## config.mk

```make
export PLATFORM = sky130hd
export DESIGN_NAME = rotacionador_seq
export DESIGN_NICKNAME = d
export VERILOG_FILES = /design/src/rtl/rotacionador_seq.sv
export SDC_FILE = /design/constraint.sdc
export NUM_CORES = 1
export LEC_CHECK = 0
export CORE_MARGIN = 2
export CORE_UTILIZATION = 49
export CTS_CLUSTER_SIZE = 10
export DETAILED_ROUTE_END_ITERATION = 8
export PLACE_DENSITY_LB_ADDON = 0.05
export SYNTH_ARGS = -nofsm -noshare
export SYNTH_HDL_FRONTEND = slang
export SYNTH_SLANG_ARGS = --single-unit
```

## constraint.sdc

```tcl
create_clock -name clk -period 2.4 [get_ports clk]
set_clock_uncertainty 0.15 [all_clocks]
set_input_delay 0.72 -clock clk [delete_from_list [all_inputs] [get_ports clk]]
set_output_delay 0.72 -clock clk [all_outputs]
set_load 0.1 [all_outputs]
```

## src/rtl/rotacionador_seq.sv

```systemverilog
// -----------------------------------------------------------------------------
// rotacionador_seq
//
// Sequential rotator/shifter. A request (operand, direction, amount, mode) is
// taken over a valid/ready handshake, the working register is moved one bit
// position per clock, and the result is held until the consumer takes it.
//
// Handshake rule (both sides): a transfer happens only on a rising clk edge
// where the valid and the matching ready are both 1. Ready never depends
// combinationally on valid, and every output is a register or a decode of
// the state register.
//
// Ports
//   clk            : clock, rising edge
//   rst_n          : asynchronous active-low reset
//   entrada_valida : request fields are valid
//   entrada_pronta : block can accept a request (IDLE only)
//   operando       : value to rotate/shift
//   controle       : 0 = right, 1 = left
//   rotacoes       : number of single-bit steps (0 .. WIDTH-1)
//   modo           : 00 rotate, 01 logical shift, 10 arithmetic shift,
//                    11 rotate
//   saida          : result, valid while saida_valida is high
//   saida_valida   : result available (DONE)
//   saida_pronta   : consumer accepts the result
//   ocupado        : operation in progress or result pending (SHIFT/DONE)
//   estado_dbg     : current FSM state (0 IDLE, 1 SHIFT, 2 DONE)
// -----------------------------------------------------------------------------
module rotacionador_seq #(
    parameter int WIDTH = 8,
    parameter int SHW   = $clog2(WIDTH)
) (
    input  logic             clk,
    input  logic             rst_n,
    input  logic             entrada_valida,
    output logic             entrada_pronta,
    input  logic [WIDTH-1:0] operando,
    input  logic             controle,
    input  logic [SHW-1:0]   rotacoes,
    input  logic [1:0]       modo,
    output logic [WIDTH-1:0] saida,
    output logic             saida_valida,
    input  logic             saida_pronta,
    output logic             ocupado,
    output logic [1:0]       estado_dbg
);

    typedef enum logic [1:0] {
        IDLE  = 2'd0,
        SHIFT = 2'd1,
        DONE  = 2'd2
    } estado_t;

    localparam logic [1:0] MODO_LOGICO     = 2'b01;
    localparam logic [1:0] MODO_ARITMETICO = 2'b10;

    estado_t          state_q, state_d;
    logic [WIDTH-1:0] w_q, w_d;
    logic [SHW-1:0]   cnt_q, cnt_d;
    logic             dir_q, dir_d;
    logic [1:0]       modo_q, modo_d;

    // One single-position step of the working register. Modes 00 and 11 both
    // rotate; an arithmetic left shift is the same as a logical left shift.
    function automatic logic [WIDTH-1:0] passo(
        input logic [WIDTH-1:0] w,
        input logic             esquerda,
        input logic [1:0]       m
    );
        logic [WIDTH-1:0] r;
        r = w;
        if (esquerda) begin
            if (m == MODO_LOGICO || m == MODO_ARITMETICO) begin
                r = {w[WIDTH-2:0], 1'b0};
            end else begin
                r = {w[WIDTH-2:0], w[WIDTH-1]};
            end
        end else begin
            if (m == MODO_LOGICO) begin
                r = {1'b0, w[WIDTH-1:1]};
            end else if (m == MODO_ARITMETICO) begin
                r = {w[WIDTH-1], w[WIDTH-1:1]};
            end else begin
                r = {w[0], w[WIDTH-1:1]};
            end
        end
        return r;
    endfunction

    // State and datapath registers
    always_ff @(posedge clk or negedge rst_n) begin
        if (!rst_n) begin
            state_q <= IDLE;
            w_q     <= '0;
            cnt_q   <= '0;
            dir_q   <= 1'b0;
            modo_q  <= 2'b00;
        end else begin
            state_q <= state_d;
            w_q     <= w_d;
            cnt_q   <= cnt_d;
            dir_q   <= dir_d;
            modo_q  <= modo_d;
        end
    end

    // Next-state and datapath logic
    always_comb begin
        state_d = state_q;
        w_d     = w_q;
        cnt_d   = cnt_q;
        dir_d   = dir_q;
        modo_d  = modo_q;

        unique case (state_q)
            IDLE: begin
                if (entrada_valida) begin
                    w_d    = operando;
                    dir_d  = controle;
                    modo_d = modo;
                    cnt_d  = rotacoes;
                    // A zero-step request goes straight to DONE holding the operand.
                    state_d = (rotacoes == '0) ? DONE : SHIFT;
                end
            end
            SHIFT: begin
                w_d   = passo(w_q, dir_q, modo_q);
                cnt_d = cnt_q - SHW'(1);
                if (cnt_q == SHW'(1)) begin
                    state_d = DONE;
                end
            end
            DONE: begin
                if (saida_pronta) begin
                    state_d = IDLE;
                end
            end
            default: begin
                state_d = IDLE;
            end
        endcase
    end

    // Outputs: registers or decodes of state only
    assign entrada_pronta = (state_q == IDLE);
    assign saida_valida   = (state_q == DONE);
    assign ocupado        = (state_q != IDLE);
    assign saida          = w_q;
    assign estado_dbg     = state_q;

endmodule

```

==> results of run 1 <==
final cells by class:
class                           instances  area (µm²)
Tap cell                               27        33.8
Multi-Input combinational cell         70         531
Fill cell                             142         463
Inverter                                8        32.5
Sequential cell                        16         403
Timing Repair Buffer                   33         453
Clock buffer                            4        26.3
logic make-up (layout without fill, tap and decap cells):
group | count (synthesis) | count (layout) | synth area share
buffers and inverters | 15 | 45 | 0.0752
adders and majority gates | 4 | 4 | 0.0501
AOI/OAI and AO/OA | 32 | 32 | 0.219
DFF | 16 | 16 | 0.401
muxes | 9 | 9 | 0.113
and+or+nand+nor | 25 | 25 | 0.142
synthesized netlist by cell type (all sizes together) (2+ instances only):
| master | count | area, µm² |
|---|---|---|
| a21oi | 6 | 30.0 |
| a22oi | 6 | 45.0 |
| buf | 6 | 41.3 |
| dfrtp | 16 | 400 |
| ha | 4 | 50.1 |
| inv | 8 | 30.0 |
| mux2 | 9 | 113 |
| nand2 | 7 | 26.3 |
| nand2b | 4 | 25.0 |
| nor2 | 3 | 11.3 |
| nor2b | 3 | 18.8 |
| nor3b | 2 | 15.0 |
| o21ai | 9 | 45.0 |
| o22a | 2 | 17.5 |
path summary, 6_finish.rpt:
kind,end,slack [ns]
setup / recovery,saida_valida,0.14
hold / removal,cnt_q[1]$_DFFE_PN0P_,0.37
setup reg to reg,saida[7]$_DFFE_PN0P_,0.70
hold reg to reg,cnt_q[1]$_DFFE_PN0P_,0.37
max in group asynchronous,estado_dbg[0]$_DFFE_PN0P_,1.31
min in group asynchronous,estado_dbg[1]$_DFFE_PN0P_,0.60
layer usage:
layer / up-vias / global-route usage / routed length, µm
met4: 0 / 0.0429 / 0
met1: 410 / 0.319 / 1040
li1: 423 / - / -
met3: 0 / 0.0675 / 129
met2: 24 / 0.347 / 1170
met5: - / 0 / 0
flip-flops by register name, indices dropped and copies added (netlist names):
name,count
saida,8
cnt_q,3
estado_dbg,2
modo_q,2
dir_q,1
per-stage QoR:
stage,area (µm²),std cells
2_1_floorplan,1010,101
3_3_place_gp,1450,154
3_5_place_dp,1450,154
4_1_cts,1480,158
5_1_grt,1480,158
6_report,1480,158
worst max-delay path, stage by stage, from the launching register on:
cell     delay, ns
dfrtp_2       0.59
inv_1         0.18
nor2_4        0.15
buf_12        0.18
==> reports/results.md, run 1 <==
| Metric | Value |
| --- | --- |
| Number of max-cap violations | 0 |
| Number of synthesized flops with an enable pin | 0 |
| H-tree depth | 1 |
| Count of cell types in the netlist | 34 |
| Number of clock buffers inserted by TritonCTS | 3 |
| Placement-stage worst setup slack | 0.133 ns |
| Maximum fanout count along the critical path | 20 |
| Average wire length per cell after detail routing | 14.8 µm |
| Reg-to-Reg Start | estado_dbg[0]$_DFFE_PN0P_ |
| Effective utilization at floorplan | 0.514 |
| Top library cells by usage in the layout, fill and taps aside | 17 x clkdlybuf4s50_1, 14 x dfrtp_1, 13 x buf_12 |
| Start point of the worst min-delay path | cnt_q[1]$_DFFE_PN0P_ |
| Fraction of registers with async set/reset | 1.00 |
| Data required, critical path | 1.53 ns |
| CORE AREA | 1940 µm² |
| Final #Nets | 154 |
| CP Launch Type | flop |
| Final worst-path setup slack | 0.141 ns |
| Area Growth Syn to Fin | 48.1% |
| Number of warnings issued by yosys | 0 |
| Number of clock sinks | 16 |
| Number of cells traversed by the worst register-to-register path | 4 |
| Setup repair after global routing missed its margin | no |
| Top achievable clock speed | 443 MHz |
| Final period demand of the worst path | 2.26 ns |
| Type of the tightest min-delay check | reg -> reg |
| Commonest non-fill, non-tap cell in the layout | clkdlybuf4s50_1 |
| Primary FF master, synth | dfrtp_1 |
| Maximum number of pins on one net before global-route repair | 24 |
| Total gr overflow | 0 |
| Post-CTS Setup Inserts | 0 |
| Number of setup violations in the final report | 0 |
| Drt drc | 0 |
| Post-synth net total | 123 |
| Clk slew on worst S/H paths | 0.09 ns |
| Hold Slack | 0.373 ns |
| Post_cts resized | 0 |
| Final total negative setup slack | 0 ns |
| Final hold violations | 0 |
| Per-instance average area after synthesis | 9.89 µm² |
| Number of buffers on the longest clock path | 2 |
| Global placer's final weighted congestion | 0.720 |
| Period utilisation layout | 0.941 |
| Quantity of I/O buffers inserted on ports | 30 |
| Width of the die | 49.1 µm |
| Util after Layout | 0.762 |
| Detail Placement HPWL | 1770 µm |
| Vias in the first global route | 890 |
| Hold-fix buffers at CTS | 0 |
| Worst hold path stage count | 1 |
| Per-cell via count in the routed design | 5.42 |
| Synthesis-stage register bit count | 16 |
| Type of the worst setup path | reg -> out |
| Result of the run | finished clean |
| Area of the die | 2410 µm² |
| Area of the mapped netlist | 998 µm² |
| Clock tree from TritonCTS | yes |
| Synthesized instance count | 101 |
| Total Routing Usage GR | 0.227 |
| Worst setup EP type | output port |
| Share of layout cells above drive strength 1 | 0.275 |
| Max-Slew Margin vs Limit | 0.641 |
| Total via count in the routed design | 857 |
| Die height | 49.1 µm |
| Routed Wire Length | 2340 µm |
| Initial antenna violation count | 0 |
| Antenna-violating nets left | 0 |
| Number of max-slew violations in the final report | 0 |
| Slew of the pin with the lowest slew margin | 0.531 ns |
| Number of diodes | 0 |
| Data arrival at the endpoint of the critical path | 1.39 ns |
| Proportion of synthesized chip area in sequential cells | 0.401 |
| Worst setup path startpoint | estado_dbg[1]$_DFFE_PN0P_ |
| Floorplan row count | 16 |
| Root cell of the clock tree | clkbuf_4 |
| Number of violations reported at the end of detailed-routing iteration 0 | 19 |
| Clk Latency, worst-skew pair | 0.28 ns |
| Number of search-and-repair iterations in the first detailed-routing pass | 4 |
| Top-Level Pins | 31 |
| Global-route wire length before repair | 4230 µm |
Power of run 1 is not shown: default switching activity piles up to over one toggle a cycle in this logic, so the estimate is an artifact.
==> run 2, diff against run 1 <==
--- a/config.mk
+++ b/config.mk
@@ -5,8 +5,7 @@
 export SDC_FILE = /design/constraint.sdc
 export NUM_CORES = 1
 export LEC_CHECK = 0
-export CORE_MARGIN = 2
-export CORE_UTILIZATION = 49
+export CORE_UTILIZATION = 45
 export CTS_CLUSTER_SIZE = 10
 export DETAILED_ROUTE_END_ITERATION = 8
 export PLACE_DENSITY_LB_ADDON = 0.05
==> constraint.sdc (replaced) <==
create_clock -name clk -period 2.3 [get_ports clk]
set_clock_uncertainty 0.15 [all_clocks]
set_input_delay 0.69 -clock clk [delete_from_list [all_inputs] [get_ports clk]]
set_output_delay 0.69 -clock clk [all_outputs]
set_load 0.1 [all_outputs]
==> run 2 against run 1 <==
Count of clock-buffer cells in the layout unchanged. Wire length down 3.1%. Highest routed layer is now met4. Core utilization down 2.1 points. Global-route usage down 1.9 points. Final cell count up 0.63%. Worst setup slack better by 0.058 ns. First-iteration DRC count down 21%.
==> reports/results.md, run 2 (same netlist as run 1, synthesis figures left out) <==
| Metric | Value | Change |
| --- | --- | --- |
| Top achievable clock speed | 476 MHz |  |
| Width of the die | 49.1 µm | about the same |
| Data arrival at the endpoint of the critical path | 1.26 ns | -0.13 ns |
| Area Growth Syn to Fin | 49.9% |  |
| Per-cell via count in the routed design | 5.61 | +3.4% |
| Type of the tightest min-delay check | reg -> reg |  |
| Flip-flop count of the largest register, all copies and words added | 8 | unchanged |
| Effective utilization at floorplan | 0.494 | -0.0204 |
| CORE AREA | 2020 µm² | +4.1% |
| Antenna-violating nets left | 0 | unchanged |
| CP cell instances | or2_4 -> inv_4 -> buf_12 |  |
| Total Routing Usage GR | 0.208 | -0.0189 |
| Total via count in the routed design | 892 | +4.1% |
| Number of setup violations in the final report | 0 | unchanged |
| Worst setup EP type | output port |  |
| Detail Placement HPWL | 1610 µm | -9.4% |
| Initial antenna violation count | 0 | unchanged |
| Vias in the first global route | 890 | unchanged |
| Post-CTS Setup Inserts | 0 | unchanged |
| Period utilisation layout | 0.913 |  |
| Number of clock sinks | 16 | unchanged |
| Number of violations reported at the end of detailed-routing iteration 0 | 15 | -4 |
| Maximum fanout count along the critical path | 6 | -70% |
| Global-route wire length before repair | 3930 µm | -7.0% |
| Top library cells by usage in the layout, fill and taps aside | 17 x clkdlybuf4s50_1, 14 x dfrtp_1, 13 x buf_12 |  |
| Number of max-slew violations in the final report | 0 | unchanged |
| Total gr overflow | 0 | unchanged |
| H-tree depth | 1 | unchanged |
| Result of the run | finished clean |  |
| Clock tree from TritonCTS | yes |  |
| CP Launch Type | flop |  |
| Routed Wire Length | 2270 µm | -3.1% |
| Number of max-cap violations | 0 | unchanged |
| Root cell of the clock tree | clkbuf_4 |  |
| Area of the die | 2410 µm² | -0.14% |
| Number of clock buffers inserted by TritonCTS | 3 | unchanged |
| Setup repair after global routing missed its margin | no |  |
| Final #Nets | 155 | +0.65% |
| Floorplan row count | 16 | unchanged |
| Commonest non-fill, non-tap cell in the layout | clkdlybuf4s50_1 |  |
| Number of search-and-repair iterations in the first detailed-routing pass | 4 | unchanged |
| Hold-fix buffers at CTS | 0 | unchanged |
| Final hold violations | 0 | unchanged |
| Top-Level Pins | 31 | unchanged |
| Post_cts resized | 0 | unchanged |
| Number of buffers on the longest clock path | 2 | unchanged |
| Quantity of I/O buffers inserted on ports | 30 | unchanged |
| Clk slew on worst S/H paths | 0.10 ns | about the same |
| Slew of the pin with the lowest slew margin | 0.488 ns | -0.0439 ns |
| Clk Latency, worst-skew pair | 0.30 ns | +0.02 ns |
| Crit-path max cell delay | 0.46 ns | -0.13 ns |
| Die height | 49.1 µm | about the same |
| Max stage delay cell, worst path | dfrtp_2 |  |
| Final total negative setup slack | 0 ns | unchanged |
| Number of diodes | 0 | unchanged |
| Drt drc | 0 | unchanged |
| Critical path buffer and inverter count | 2 | unchanged |
| Max-Slew Margin vs Limit | 0.671 | +0.0297 |
| Type of the worst setup path | reg -> out |  |
| Maximum number of pins on one net before global-route repair | 24 | unchanged |
| Data required, critical path | 1.46 ns | -0.07 ns |
| Share of layout cells above drive strength 1 | 0.288 | +0.0131 |
| Final period demand of the worst path | 2.10 ns |  |
| Average wire length per cell after detail routing | 14.3 µm | -3.7% |
| Global placer's final weighted congestion | 0.757 | +5.2% |
| Top Family by Delay on Critical Path | flip-flops |  |
[run 2: changes by cell type in the layout (fill, tap and decap cells not counted), sizes merged]
| cell | previous run | this run |
|---|---|---|
| buf | 16 | 17 |
[run 2: final cells by class]
class,count,area (µm²)
fill,145,526
inverter,8,32.5
tap,27,33.8
sequential,16,403
clock buffer,4,36.3
timing repair buffer,34,460
multi-input combinational,70,531
[run 2: metal layers]
layer  vias to the layer above  global-route usage  share of wire  routed length, µm
li1                        422                   -              -                  -
met1                       435               0.266           0.45               1020
met2                        33               0.336           0.48               1100
met3                         2              0.0685          0.063                142
met4                         0              0.0490         0.0026                  6
met5                         -                   0              0                  0
[run 2: worst register-to-register path, cell delays in order (launching register included)]
cell      delay (ns)
dfrtp_2         0.36
buf_4           0.27
nor4bb_1        0.52
o21ai_0         0.17
o41ai_2         0.07
[run 2: stage by stage]
step | instances | setup slack (ns) | utilization | hold slack (ns) | cell area [µm²]
2_1_floorplan | 101 | -0.0483 | - | 0.244 | 1010
3_3_place_gp | 155 | 0.108 | 0.722 | 0.345 | 1460
3_5_place_dp | 155 | 0.0572 | 0.722 | 0.361 | 1460
4_1_cts | 159 | 0.190 | 0.740 | 0.384 | 1500
5_1_grt | 159 | 0.153 | 0.740 | 0.410 | 1500
6_report | 159 | 0.199 | 0.740 | 0.384 | 1500
[run 2: worst paths after layout]
| kind | from | to | slack [ns] | cells past startpoint |
|---|---|---|---|---|
| max reg2reg | estado_dbg[0]$_DFFE_PN0P_ | saida[7]$_DFFE_PN0P_ | 0.67 | 4 |
| max in group asynchronous | rst_n | estado_dbg[0]$_DFFE_PN0P_ | 1.24 | 2 |
| min in group asynchronous | rst_n | saida[6]$_DFFE_PN0P_ | 0.55 | 2 |
| max | estado_dbg[1]$_DFFE_PN0P_ | entrada_pronta | 0.20 | 3 |
| min reg2reg | cnt_q[1]$_DFFE_PN0P_ | cnt_q[1]$_DFFE_PN0P_ | 0.38 | 1 |
| min | cnt_q[1]$_DFFE_PN0P_ | cnt_q[1]$_DFFE_PN0P_ | 0.38 | 1 |
Power of run 2 is left out for the same reason.
